### config.mk
export PLATFORM = sky130hd
export DESIGN_NAME = alu_sequencer
export DESIGN_NICKNAME = d
export VERILOG_FILES = /design/src/rtl/alu_pkg.sv /design/src/rtl/alu_lat_counter.sv /design/src/rtl/alu_sequencer.sv
export SDC_FILE = /design/constraint.sdc
export NUM_CORES = 1
export LEC_CHECK = 0
export BUFFER_PORTS_ARGS = -buffer_cell sky130_fd_sc_hd__buf_2
export CELL_PAD_IN_SITES_DETAIL_PLACEMENT = 1
export CELL_PAD_IN_SITES_GLOBAL_PLACEMENT = 1
export CORE_UTILIZATION = 34
export CTS_CLUSTER_SIZE = 8
export DETAILED_ROUTE_END_ITERATION = 10
export PLACE_DENSITY = 0.9
export REMOVE_ABC_BUFFERS = 1
export SYNTH_ARGS = -nofsm -noshare
export SYNTH_HDL_FRONTEND = slang
export SYNTH_SLANG_ARGS = --single-unit
export TNS_END_PERCENT = 50
### constraint.sdc
create_clock -name clock -period 3.4 [get_ports clock]
set_input_delay 0.51 -clock clock [delete_from_list [all_inputs] [get_ports clock]]
set_output_delay 0.51 -clock clock [all_outputs]
set_load 0.02 [all_outputs]
### src/rtl/alu_pkg.sv
// Shared opcode encodings, sequencer state type and per-opcode helpers
// used by the ALU sequencer and the ALU itself.
package alu_pkg;

  localparam int OPC_W = 5;

  localparam logic [OPC_W-1:0] OP_LOAD  = 5'b00000;
  localparam logic [OPC_W-1:0] OP_LOADI = 5'b00001;
  localparam logic [OPC_W-1:0] OP_STORE = 5'b00010;
  localparam logic [OPC_W-1:0] OP_ADD   = 5'b00011;
  localparam logic [OPC_W-1:0] OP_SUB   = 5'b00100;
  localparam logic [OPC_W-1:0] OP_AND   = 5'b00101;
  localparam logic [OPC_W-1:0] OP_OR    = 5'b00110;
  localparam logic [OPC_W-1:0] OP_ROR   = 5'b00111;
  localparam logic [OPC_W-1:0] OP_ROL   = 5'b01000;
  localparam logic [OPC_W-1:0] OP_SHR   = 5'b01001;
  localparam logic [OPC_W-1:0] OP_SHRA  = 5'b01010;
  localparam logic [OPC_W-1:0] OP_SHL   = 5'b01011;
  localparam logic [OPC_W-1:0] OP_ADDI  = 5'b01100;
  localparam logic [OPC_W-1:0] OP_ANDI  = 5'b01101;
  localparam logic [OPC_W-1:0] OP_ORI   = 5'b01110;
  localparam logic [OPC_W-1:0] OP_DIV   = 5'b01111;
  localparam logic [OPC_W-1:0] OP_MUL   = 5'b10000;
  localparam logic [OPC_W-1:0] OP_NEG   = 5'b10001;
  localparam logic [OPC_W-1:0] OP_NOT   = 5'b10010;
  localparam logic [OPC_W-1:0] OP_BR    = 5'b10011;
  localparam logic [OPC_W-1:0] OP_SHLA  = 5'b11111;
  localparam logic [OPC_W-1:0] OP_MFLO  = 5'b11000;

  typedef enum logic [1:0] {
    ST_IDLE = 2'd0,
    ST_EXEC = 2'd1,
    ST_RESP = 2'd2
  } seq_state_t;

  function automatic logic op_legal(input logic [OPC_W-1:0] op);
    return (op <= OP_BR) || (op == OP_SHLA);
  endfunction

  // Illegal opcodes still take one EXEC cycle so they return an error response.
  function automatic int unsigned op_latency(input logic [OPC_W-1:0] op,
                                             input int unsigned mul_lat,
                                             input int unsigned div_lat);
    if (op == OP_MUL) return mul_lat;
    if (op == OP_DIV) return div_lat;
    return 1;
  endfunction

endpackage

### src/rtl/alu_lat_counter.sv
// Loadable down-counter timing the EXEC phase; last flags the final cycle.
module alu_lat_counter #(
  parameter int W = 2
) (
  input  logic         clock,
  input  logic         clear,
  input  logic         load,
  input  logic [W-1:0] load_val,
  input  logic         dec,
  output logic [W-1:0] count,
  output logic         last
);

  always_ff @(posedge clock) begin
    if (clear)
      count <= '0;
    else if (load)
      count <= load_val;
    else if (dec && (count != '0))
      count <= count - 1'b1;
  end

  assign last = (count == W'(1));

endmodule

### src/rtl/alu_sequencer.sv
// Presents one request at a time to the ALU, holds it for the opcode's
// latency, captures the result and returns it over a response handshake.
//
//   state   | meaning
//   --------+-------------------------------------------------------
//   IDLE    | req_ready high, waiting for a request
//   EXEC    | alu_* driven, latency counter running down
//   RESP    | rsp_valid high, waiting for rsp_ready
module alu_sequencer
  import alu_pkg::*;
#(
  parameter int DATA_W  = 32,
  parameter int OP_W    = 5,
  parameter int MUL_LAT = 2,
  parameter int DIV_LAT = 1
) (
  input  logic              clock,
  input  logic              clear,
  input  logic              req_valid,
  output logic              req_ready,
  input  logic [OP_W-1:0]   req_op,
  input  logic [DATA_W-1:0] req_a,
  input  logic [DATA_W-1:0] req_b,
  input  logic              req_branch,
  output logic [OP_W-1:0]   alu_op,
  output logic [DATA_W-1:0] alu_ra,
  output logic [DATA_W-1:0] alu_rb,
  output logic              alu_branch,
  input  logic [DATA_W-1:0] alu_hi,
  input  logic [DATA_W-1:0] alu_lo,
  output logic              rsp_valid,
  input  logic              rsp_ready,
  output logic [DATA_W-1:0] rsp_hi,
  output logic [DATA_W-1:0] rsp_lo,
  output logic [OP_W-1:0]   rsp_op,
  output logic              rsp_err,
  output logic              busy
);

  localparam int MAX_LAT = (MUL_LAT > DIV_LAT) ? MUL_LAT : DIV_LAT;
  localparam int CNT_W   = $clog2(MAX_LAT) + 1;

  seq_state_t       state;
  logic             illegal;
  logic             accept;
  logic [CNT_W-1:0] lat_val;
  logic [CNT_W-1:0] cnt;
  logic             cnt_last;

  assign req_ready = (state == ST_IDLE) && !clear;
  assign rsp_valid = (state == ST_RESP);
  assign busy      = (state != ST_IDLE);
  assign accept    = req_valid && req_ready;
  assign lat_val   = CNT_W'(op_latency(OPC_W'(req_op), MUL_LAT, DIV_LAT));

  alu_lat_counter #(.W(CNT_W)) u_lat (
    .clock    (clock),
    .clear    (clear),
    .load     (accept),
    .load_val (lat_val),
    .dec      (state == ST_EXEC),
    .count    (cnt),
    .last     (cnt_last)
  );

  always_ff @(posedge clock) begin
    if (clear) begin
      state      <= ST_IDLE;
      illegal    <= 1'b0;
      alu_op     <= '0;
      alu_ra     <= '0;
      alu_rb     <= '0;
      alu_branch <= 1'b0;
      rsp_hi     <= '0;
      rsp_lo     <= '0;
      rsp_op     <= '0;
      rsp_err    <= 1'b0;
    end else begin
      case (state)
        ST_IDLE: begin
          if (req_valid) begin
            alu_op     <= req_op;
            alu_ra     <= req_a;
            alu_rb     <= req_b;
            alu_branch <= req_branch;
            illegal    <= !op_legal(OPC_W'(req_op));
            state      <= ST_EXEC;
          end
        end
        ST_EXEC: begin
          if (cnt_last) begin
            rsp_hi  <= illegal ? '0 : alu_hi;
            rsp_lo  <= illegal ? '0 : alu_lo;
            rsp_op  <= alu_op;
            rsp_err <= illegal;
            state   <= ST_RESP;
          end
        end
        ST_RESP: begin
          if (rsp_ready)
            state <= ST_IDLE;
        end
        default: state <= ST_IDLE;
      endcase
    end
  end

  logic unused_cnt;
  assign unused_cnt = ^cnt;

endmodule

==> results of run 1 <==
## cells by family (layout without fill, tap and decap cells)
group                    Yosys count  count (layout)  synth area share
AND/OR/NAND/NOR                  301             301             0.260
AO/OA/AOI/OAI                    147             147             0.142
flip-flops                       145             145             0.537
buffers and inverters             57             320            0.0563
adder cells (fa/ha/maj)            2               2           0.00463
## stage by stage
step,setup TNS (ns),hold slack [ns],setup WS (ns),std cells
after CTS,0,0.309,1.47,1126
final,0,0.333,1.48,1126
after global placement,0,0.438,1.40,1097
after detailed placement,0,0.444,1.39,1097
after global routing,0,0.316,1.38,1126
after floorplan,-119.92,0.467,-1.81,598
## path summary, 6_finish.rpt
kind / startpoint / depth (start not counted) / end / slack, ns
worst max-delay path: u_lat.count[1]$_SDFFE_PP0P_ / 7 / rsp_hi[18]$_SDFFE_PP0P_ / 1.48
worst min-delay path: req_b[4] / 3 / alu_rb[4]$_SDFFE_PP0P_ / 0.33
worst max register to register: u_lat.count[1]$_SDFFE_PP0P_ / 7 / rsp_hi[18]$_SDFFE_PP0P_ / 1.48
worst min register to register: alu_ra[11]$_SDFFE_PP0P_ / 2 / alu_ra[11]$_SDFFE_PP0P_ / 0.45
## area by class of cell
| class | instances | area share |
|---|---|---|
| inverters | 3 | 0.00150 |
| flip-flops and latches | 145 | 0.387 |
| multi-input cells | 450 | 0.294 |
| clock inverters | 9 | 0.0242 |
| clock buffers | 20 | 0.0609 |
| well taps | 211 | 0.0352 |
| repair buffers | 288 | 0.197 |
## power groups by stage
stage	logic, W	clock network [W]	registers (W)
floorplan	0.000207	0	0.00197
global placement	0.000560	0	0.00186
detailed placement	0.000573	0	0.00187
CTS	0.000579	0.00209	0.00183
global route	0.000629	0.00216	0.00184
finish	0.000573	0.00205	0.00183
## worst reg2reg max path, cell delays in order, from the launching register on
cell and delay [ns]:
dfxtp_1 0.34, inv_1 0.07, ha_1 0.21, nand3b_1 0.12, buf_4 0.58, nor3b_1 0.20, a21oi_1 0.20, nor2_1 0.06
## flip-flops by register name, indices dropped and copies added (netlist names), 2 cells and up
name         flops
state            2
rsp_op           5
alu_op           5
u_lat.count      2
rsp_hi          32
alu_ra          32
rsp_lo          32
alu_rb          32
## layout by cell type (no fill, tap or decap), drive strengths merged
cell type	instances
clkinv	3
nand3	1
nand4b	1
or2	2
nor3b	65
nand2	155
bufinv	5
a21oi	143
nand2b	2
a311oi	1
nor2b	1
inv	4
o211a	1
nand3b	1
ha	2
nor2	69
buf	288
o21ai	1
dfxtp	145
clkbuf	20
nor3	2
o32ai	1
nand4	2
## layer usage
layer	part of all wire	wire, µm	vias to the layer above
met5	0	0	-
met4	0.019	326	0
met3	0.11	1990	23
met1	0.38	6530	2513
li1	-	-	2655
met2	0.49	8560	231
==> run metrics, run 1 <==
Layout Utilization=0.488; clock sink count=between 100 and 150; die extent in y=roughly 130 µm; Hold Crit Class=in -> reg; largest net degree at the start of global routing=between 100 and 150; unrepaired setup endpoints after global routing=no; gr usage total=0.212; share of cells above drive strength 1=0.351; post-route DRC violation count=0; Synth Warn #=0; endpoint class of the critical path=flop; clock insertion delay at the later pin of the skew report=between 0.4 and 0.5 ns; ant diodes=0; placeable core area=around 15,000 µm²; H-tree depth=4; Max Cap Viol=0; flops & latches, synth=~150; crit share post-route=0.565; clock network power share=0.460; Worst Path Required=~3.7 ns; worst slew pin tran=0.750 ns; first-pass GRT wire length=~27 mm; total power=approximately 0.0045 W; initial antenna violation count=0; starting density of the core=0.352; CTS Buf Count=17; number of port buffers=280; Ports=about 280; Synth area leader=dfxtp_1; Hold Vio Cnt, Final=0; NetSw=between 0.001 and 0.0015 W; drt via density=between 4 and 5; buffer count from post-CTS setup fixing=0; Syn Area/Cell=roughly 8.3 µm²; Iter 0 DRT Violations=217; critical-path cell list=inv_1 -> ha_1 -> nand3b_1 -> buf_4 -> nor3b_1 -> a21oi_1 -> nor2_1; Max Buffers Root-to-Sink=2; CTS clk-pin slew, worst paths=roughly 0.060 ns; M2 GR Usage=0.374; Gate power share=0.129; Post-synth top cells=nand2_1, dfxtp_1, a21oi_1; number of synthesized flops with an enable pin=0; slew margin rel.=0.500; area fraction of the dominant cell type after synthesis=0.537; Post-Syn Instances=approximately 650; num rows=45; CP Max Fanout=75; Post-Syn Area=approximately 5400 µm²; vias after detailed routing=roughly 5,400; Routed WL=between 15 and 20 mm; Achievable Freq=roughly 0.52 GHz; CTS Hold Bufs=0; total die area=between 15,000 and 20,000 µm²; most common cell in the synthesized netlist=nand2_1; gr busiest metal=met2; Filler Cell Count=approximately 1,900; total power divided by cell area=about 590 nW/µm²; register area share after synthesis=0.537; Yosys cell types=24; Max Transition Viols Final=0; wire length per cell=15.5 µm; RD Place Congestion=0.743; cell family with most CP delay=buffers and inverters; WP data arrival=between 2 and 2.5 ns; critical path's largest stage delay=around 0.58 ns; DRT Pass-1 Iters=4; vias in the first global route=5,436; Worst VDD drop=roughly 0.38 mV; P_int=between 0.003 and 0.004 W; GRT overflow=0; status=finished, final reports clean; clk root buf=clkbuf_16; Final Cell Area=between 7000 and 8000 µm²; Area Growth Syn to Fin=38.7%; clk_skew=approximately 0.010 ns; Final ANT Viol Nets=0; GR Util met3=0.107; sw frac=0.253; final setup fails=0; Primary FF master, synth=dfxtp_1; Critical Setup Path Class=reg -> reg; post-cts resize count=0; dpl hpwl=about 12 mm; met1 Use GR=0.215; Die X=between 100 and 150 µm; CTS tree=built; worst-path cell with the longest stage delay=buf_4; placed cell areas=6860 µm²; net count reported at finish=~1,000; WP buf/inv=2; Tmin final=approximately 1.9 ns; top post-synthesis cells by area=dfxtp_1, a21oi_1, nand2_1, nor3b_1, nor2_1; Startpoint Class=flop; ys async rst share=0; storage element area=roughly 2900 µm²; Multi-input gate area=2200 µm²; Seq pwr share=0.412; static leakage=3.48 nW
Power figures use the tool's default switching activity.
==> run 2: changes to the inputs <==
--- a/config.mk
+++ b/config.mk
@@ -5,13 +5,14 @@
 export SDC_FILE = /design/constraint.sdc
 export NUM_CORES = 1
 export LEC_CHECK = 0
+export ABC_AREA = 1
 export BUFFER_PORTS_ARGS = -buffer_cell sky130_fd_sc_hd__buf_2
 export CELL_PAD_IN_SITES_DETAIL_PLACEMENT = 1
 export CELL_PAD_IN_SITES_GLOBAL_PLACEMENT = 1
-export CORE_UTILIZATION = 34
+export CORE_UTILIZATION = 32
 export CTS_CLUSTER_SIZE = 8
 export DETAILED_ROUTE_END_ITERATION = 10
-export PLACE_DENSITY = 0.9
+export PLACE_DENSITY = 0.85
 export REMOVE_ABC_BUFFERS = 1
 export SYNTH_ARGS = -nofsm -noshare
 export SYNTH_HDL_FRONTEND = slang
==> constraint.sdc (replaced) <==
create_clock -name clock -period 1.9 [get_ports clock]
set_input_delay 0.285 -clock clock [delete_from_list [all_inputs] [get_ports clock]]
set_output_delay 0.285 -clock clock [all_outputs]
set_load 0.02 [all_outputs]
==> run metrics, run 2 <==
Max Transition Viols Final=0 (unchanged); endpoint class of the critical path=flop; clk_skew=0.00967 ns (-0.000644 ns); most common cell in the synthesized netlist=nor2_1; status=finished, final reports clean; Hold Crit Class=in -> reg; post-cts resize count=0 (unchanged); Yosys cell types=24 (unchanged); vias after detailed routing=5,111 (-5.7%); number of synthesized flops with an enable pin=0 (unchanged); post-synthesis compound-gate area fraction=0.216 (+0.0746); DRT Pass-1 Iters=4 (unchanged); Syn Area/Cell=9.08 µm² (+9.5%); crit share post-route=0.861 (+0.296); Die X=131 µm (+2.5%); static leakage=3.56 nW (+2.2%); slew margin rel.=0.578 (+0.0778); Primary FF master, synth=dfxtp_1; first-pass GRT wire length=26.2 mm (-2.7%); mux share of post-synthesis cell area=0 (unchanged); storage element area=2900 µm² (about the same); drt via density=4.72 (-2.0%); RD Place Congestion=0.765 (+3.0%); worst slew pin tran=0.633 ns (-0.117 ns); starting density of the core=0.332 (-0.0199); NetSw=0.00234 W (+110%); net count reported at finish=993 (-5.0%); most frequent cells in the layout=buf_2, nor2_1, dfxtp_1, o21ai_0, a22oi_2; GRT overflow=0 (unchanged); Max Buffers Root-to-Sink=2 (unchanged); CP Max Fanout=44 (-41%); cell family with most CP delay=buffers and inverters; vias in the first global route=5,120 (-5.8%); Hold Vio Cnt, Final=0 (unchanged); Multi-input gate area=2130 µm² (-3.5%); Iter 0 DRT Violations=155 (-29%); CTS tree=built; Tmin final=1.64 ns (-0.284 ns); clock network power share=0.426 (-0.034); Startpoint Class=flop; adder and majority gate portion of the synthesized area=0.00468 (+0.0000509); Worst VDD drop=0.604 mV (+58%); Post-Syn Instances=589 (-9.7%); H-tree depth=4 (unchanged); initial antenna violation count=1 (+1); CTS clk-pin slew, worst paths=0.06 ns (about the same); CTS Hold Bufs=0 (unchanged); final setup fails=0 (unchanged); Final ANT Viol Nets=0 (unchanged); largest family of logic cells by synthesized area=compound AO/OA/AOI/OAI gates; WP data arrival=1.97 ns (-0.22 ns); buffer count from post-CTS setup fixing=0 (unchanged); CTS Buf Count=17 (unchanged); setup TNS=0 ns (unchanged); clock sink count=145 (unchanged); Layout Utilization=0.467 (-0.0207); Ports=281 (unchanged); number of port buffers=280 (unchanged); clock insertion delay at the later pin of the skew report=0.41 ns (about the same); critical path's largest stage delay=0.51 ns (-0.07 ns); Post-Syn Area=5350 µm² (-1.1%); Post-synth top cells=nor2_1, dfxtp_1, o21ai_0; unrepaired setup endpoints after global routing=no; share of cells above drive strength 1=0.448 (+0.0972); top post-synthesis cells by area=dfxtp_1, nor2_1, a22oi_2, o21ai_0, a22oi_1; total power=0.00832 W (+87%); simple-gate share of the synthesized area=0.176 (-0.0842); Synth Warn #=0 (unchanged); Synth area leader=dfxtp_1; num rows=46 (+2.2%); Worst Path Required=2.24 ns (-1.43 ns); Filler Cell Count=1,987 (+2.6%); worst-path cell with the longest stage delay=buf_4; placeable core area=16,100 µm² (+4.8%); post-synthesis xor/xnor area fraction=0 (unchanged); register area share after synthesis=0.543 (+0.00591); Critical Setup Path Class=reg -> reg; ys async rst share=0 (unchanged); clk root buf=clkbuf_16; gr usage total=0.190 (-0.0220); P_int=0.00598 W (+80%); most common cell after layout, fill and taps aside=buf_2; post-route DRC violation count=0 (unchanged); total die area=17,200 µm² (+5.0%); critical-path cell list=inv_1 -> ha_1 -> nand2_4 -> buf_4 -> a22oi_1 -> nor2_1; WP buf/inv=2 (unchanged); Area Growth Syn to Fin=40.8%; dpl hpwl=11.6 mm (-1.8%); Max Cap Viol=0 (unchanged); wire length per cell=15.1 µm (-2.4%); largest net degree at the start of global routing=71 (-31%); area fraction of the dominant cell type after synthesis=0.543 (+0.00591); Routed WL=16.3 mm (-6.1%); flops & latches, synth=145 (unchanged); die extent in y=131 µm (+2.5%); Achievable Freq=0.611 GHz (+17%); sw frac=0.281 (+0.0284); total power divided by cell area=1110 nW/µm² (+86%); Gate power share=0.166 (+0.037); Seq pwr share=0.408 (-0.004)
## run 2: cell types whose count changed in the layout (fill, tap and decap cells not counted), moves of 4 or more
cell,change
a21oi_1,-130
a22oi_1,+14
a22oi_2,+50
buf_12,+4
inv_1,+10
nand2_1,-140
nand3_1,+11
nor2_1,+119
nor2_2,+11
nor3b_1,-64
o21ai_0,+66
## run 2: cell families after synthesis
group / after synthesis
DFF: 145
adders and majority gates: 2
AOI/OAI and AO/OA: 148
buffers and inverters: 62
and+or+nand+nor: 232
## run 2: path summary, 6_finish.rpt
kind / startpoint / slack [ns] / cells after the start / endpoint
max: u_lat.count[1]$_SDFFE_PP0P_ / 0.26 / 6 / rsp_lo[0]$_SDFFE_PP0P_
max reg2reg: u_lat.count[1]$_SDFFE_PP0P_ / 0.26 / 6 / rsp_lo[0]$_SDFFE_PP0P_
min: alu_hi[3] / 0.11 / 3 / rsp_hi[3]$_SDFFE_PP0P_
min reg2reg: rsp_op[4]$_SDFFE_PP0P_ / 0.46 / 2 / rsp_op[4]$_SDFFE_PP0P_
## run 2: final cells by class
cell class | instances | share of cell area
Sequential cell | 145 | 0.386
Multi-Input combinational cell | 382 | 0.282
Timing Repair Buffer | 291 | 0.205
Clock buffer | 20 | 0.0580
Tap cell | 216 | 0.0359
Clock inverter | 12 | 0.0243
Inverter | 16 | 0.00798
Antenna cell | 1 | 0.000332
## run 2: power groups by stage
stage | Combinational, W | Clock (W) | Sequential (W)
after floorplan | 0.000524 | 0 | 0.00372
after global placement | 0.00138 | 0 | 0.00345
after detailed placement | 0.00140 | 0 | 0.00346
after CTS | 0.00141 | 0.00367 | 0.00340
after global routing | 0.00152 | 0.00379 | 0.00342
final | 0.00138 | 0.00354 | 0.00340
## run 2: routing by layer
layer,global-route usage,up-vias,routed length [µm]
met4,0.0678,0,221
met5,0,-,0
met3,0.0856,18,1600
met1,0.208,2386,6580
met2,0.324,215,7950
li1,-,2492,-
## run 2: worst min-delay path, cell delays in order
cell,delay [ns]
buf_2,0.08
a22oi_2,0.05
nor2_1,0.07
## run 2: stage by stage
step                      setup WS [ns]  hold slack [ns]  instance area [µm²]  instances
after floorplan                   -1.01            0.352                 5090        543
after global placement            0.349            0.445                 6910       1050
after detailed placement          0.267            0.456                 6910       1050
after CTS                         0.253           0.0905                 7520       1082
after global routing              0.142           0.0940                 7530       1083
final                             0.264            0.111                 7530       1083
==> run 3: changes to the inputs <==
==> constraint.sdc (replaced) <==
create_clock -name clock -period 1.9 [get_ports clock]
set_input_delay 0.475 -clock clock [delete_from_list [all_inputs] [get_ports clock]]
set_output_delay 0.475 -clock clock [all_outputs]
set_load 0.02 [all_outputs]
==> run metrics, run 3 (same netlist as run 2, synthesis figures left out) <==
clk_skew=0.00883 ns (-0.000838 ns); starting density of the core=0.332 (unchanged); static leakage=3.54 nW (-0.55%); drt via density=4.69 (-0.67%); Hold Vio Cnt, Final=0 (unchanged); Gate power share=0.169 (+0.003); Worst Path Required=1.42 ns (-0.82 ns); most frequent cells in the layout=buf_2, nor2_1, dfxtp_1, o21ai_0, a22oi_2; NetSw=0.00235 W (+0.19%); first-pass GRT wire length=26.8 mm (+2.0%); P_int=0.00583 W (-2.6%); most common cell after layout, fill and taps aside=buf_2; final setup fails=0 (unchanged); Tmin final=1.80 ns (+0.161 ns); share of cells above drive strength 1=0.448 (about the same); total die area=17,200 µm² (unchanged); critical-path cell list=nor2_2 -> inv_1 -> nor2_1 -> buf_2; clock network power share=0.415 (-0.011); number of port buffers=280 (unchanged); Hold Crit Class=in -> reg; clock insertion delay at the later pin of the skew report=0.41 ns (about the same); num rows=46 (unchanged); worst-path cell with the longest stage delay=dfxtp_1; final hold slack=0.295 ns (+0.184 ns); endpoint class of the critical path=output pin; die extent in y=131 µm (unchanged); Die X=131 µm (unchanged); Ports=281 (unchanged); Final Cell Area=7480 µm² (-0.62%); Worst VDD drop=0.551 mV (-8.7%); CTS tree=built; Critical Setup Path Class=reg -> out; critical path's largest stage delay=0.36 ns (-0.15 ns); Startpoint Class=flop; WP data arrival=1.32 ns (-0.65 ns); Routed WL=16.7 mm (+2.2%); CTS Buf Count=17 (unchanged); Max Cap Viol=0 (unchanged); crit share post-route=0.946 (+0.0850); slew margin rel.=0.515 (-0.0628); CTS Hold Bufs=0 (unchanged); placed cell areas=6890 µm² (-0.22%); wire length per cell=15.5 µm (+2.6%); Max Buffers Root-to-Sink=2 (unchanged); status=finished, final reports clean; Seq pwr share=0.416 (+0.008); vias in the first global route=5,146 (+0.51%); vias after detailed routing=5,058 (-1.0%); gr usage total=0.193 (+0.00297); post-route DRC violation count=0 (unchanged); Achievable Freq=0.556 GHz (-9.0%); post-cts resize count=0 (unchanged); CP Max Fanout=4 (-91%); clock sink count=145 (unchanged); largest net degree at the start of global routing=66 (-7.0%); Iter 0 DRT Violations=175 (+13%); CTS clk-pin slew, worst paths=0.06 ns (about the same); sw frac=0.287 (+0.00566); DRT Pass-1 Iters=4 (unchanged); GRT overflow=0 (unchanged); dpl hpwl=12.0 mm (+2.7%); worst slew pin tran=0.727 ns (+0.0942 ns); Max Transition Viols Final=0 (unchanged); RD Place Congestion=0.751 (-1.9%); unrepaired setup endpoints after global routing=no; total power divided by cell area=1090 nW/µm² (-1.2%); Area Growth Syn to Fin=39.9%; buffer count from post-CTS setup fixing=0 (unchanged); H-tree depth=4 (unchanged); initial antenna violation count=0 (-1); clk root buf=clkbuf_16; net count reported at finish=991 (-0.20%); Final ANT Viol Nets=0 (unchanged); ant diodes=0 (-1); placeable core area=16,100 µm² (unchanged)
[run 3: cell count changes in the layout (fill, tap and decap cells not counted), sizes merged]
cell	previous run	this run
clkbuf	20	18
diode	1	0
clkinv	3	4
buf	291	289
clkinvlp	3	4
bufinv	4	3
[run 3: routing by layer]
layer	vias to the layer above	part of all wire	track usage
met2	209	0.48	0.330
met1	2349	0.40	0.216
met4	0	0.016	0.0672
li1	2484	-	-
met5	-	0	0
met3	16	0.10	0.0802
[run 3: final timing paths]
kind | from | endpoint | slack, ns | cells past startpoint
max | state[1]$_SDFFE_PP0P_ | req_ready | 0.10 | 4
min reg2reg | rsp_op[4]$_SDFFE_PP0P_ | rsp_op[4]$_SDFFE_PP0P_ | 0.46 | 2
min | alu_hi[18] | rsp_hi[18]$_SDFFE_PP0P_ | 0.30 | 3
max reg2reg | state[0]$_SDFFE_PP0P_ | rsp_lo[1]$_SDFFE_PP0P_ | 0.19 | 7
[run 3: final cells by class]
cell class	count	area, µm²
fill	1993	8630
clock inverter	13	161
tap	216	270
clock buffer	18	429
timing repair buffer	289	1530
sequential	145	2900
multi-input combinational	382	2130
inverter	16	60.1
[run 3: critical path, delay by kind of cell (launching register included)]
| kind | cells | cell delay, ns |
|---|---|---|
| buf+inv | 2 | 0.26 |
| flops | 1 | 0.36 |
| simple gates | 2 | 0.30 |
[run 3: power by group through the flow]
stage | clock, W | sequential, W | combinational (W)
after global placement | 0 | 0.00345 | 0.00136
after detailed placement | 0 | 0.00346 | 0.00140
final | 0.00339 | 0.00340 | 0.00138
after CTS | 0.00349 | 0.00340 | 0.00140
after floorplan | 0 | 0.00372 | 0.000524
after global routing | 0.00360 | 0.00343 | 0.00152
[run 3: metrics by stage]
| stage | setup WS (ns) | power, W | util | cells | setup TNS, ns |
|---|---|---|---|---|---|
| 6_report | 0.103 | 0.00817 | 0.464 | 1079 | 0 |
| 5_1_grt | 0.0286 | 0.00854 | 0.464 | 1079 | 0 |
| 4_1_cts | 0.0734 | 0.00829 | 0.464 | 1079 | 0 |
| 3_5_place_dp | 0.201 | 0.00486 | 0.428 | 1048 | 0 |
| 3_3_place_gp | 0.314 | 0.00481 | 0.428 | 1048 | 0 |
| 2_1_floorplan | -1.01 | 0.00424 | - | 543 | -114.62 |
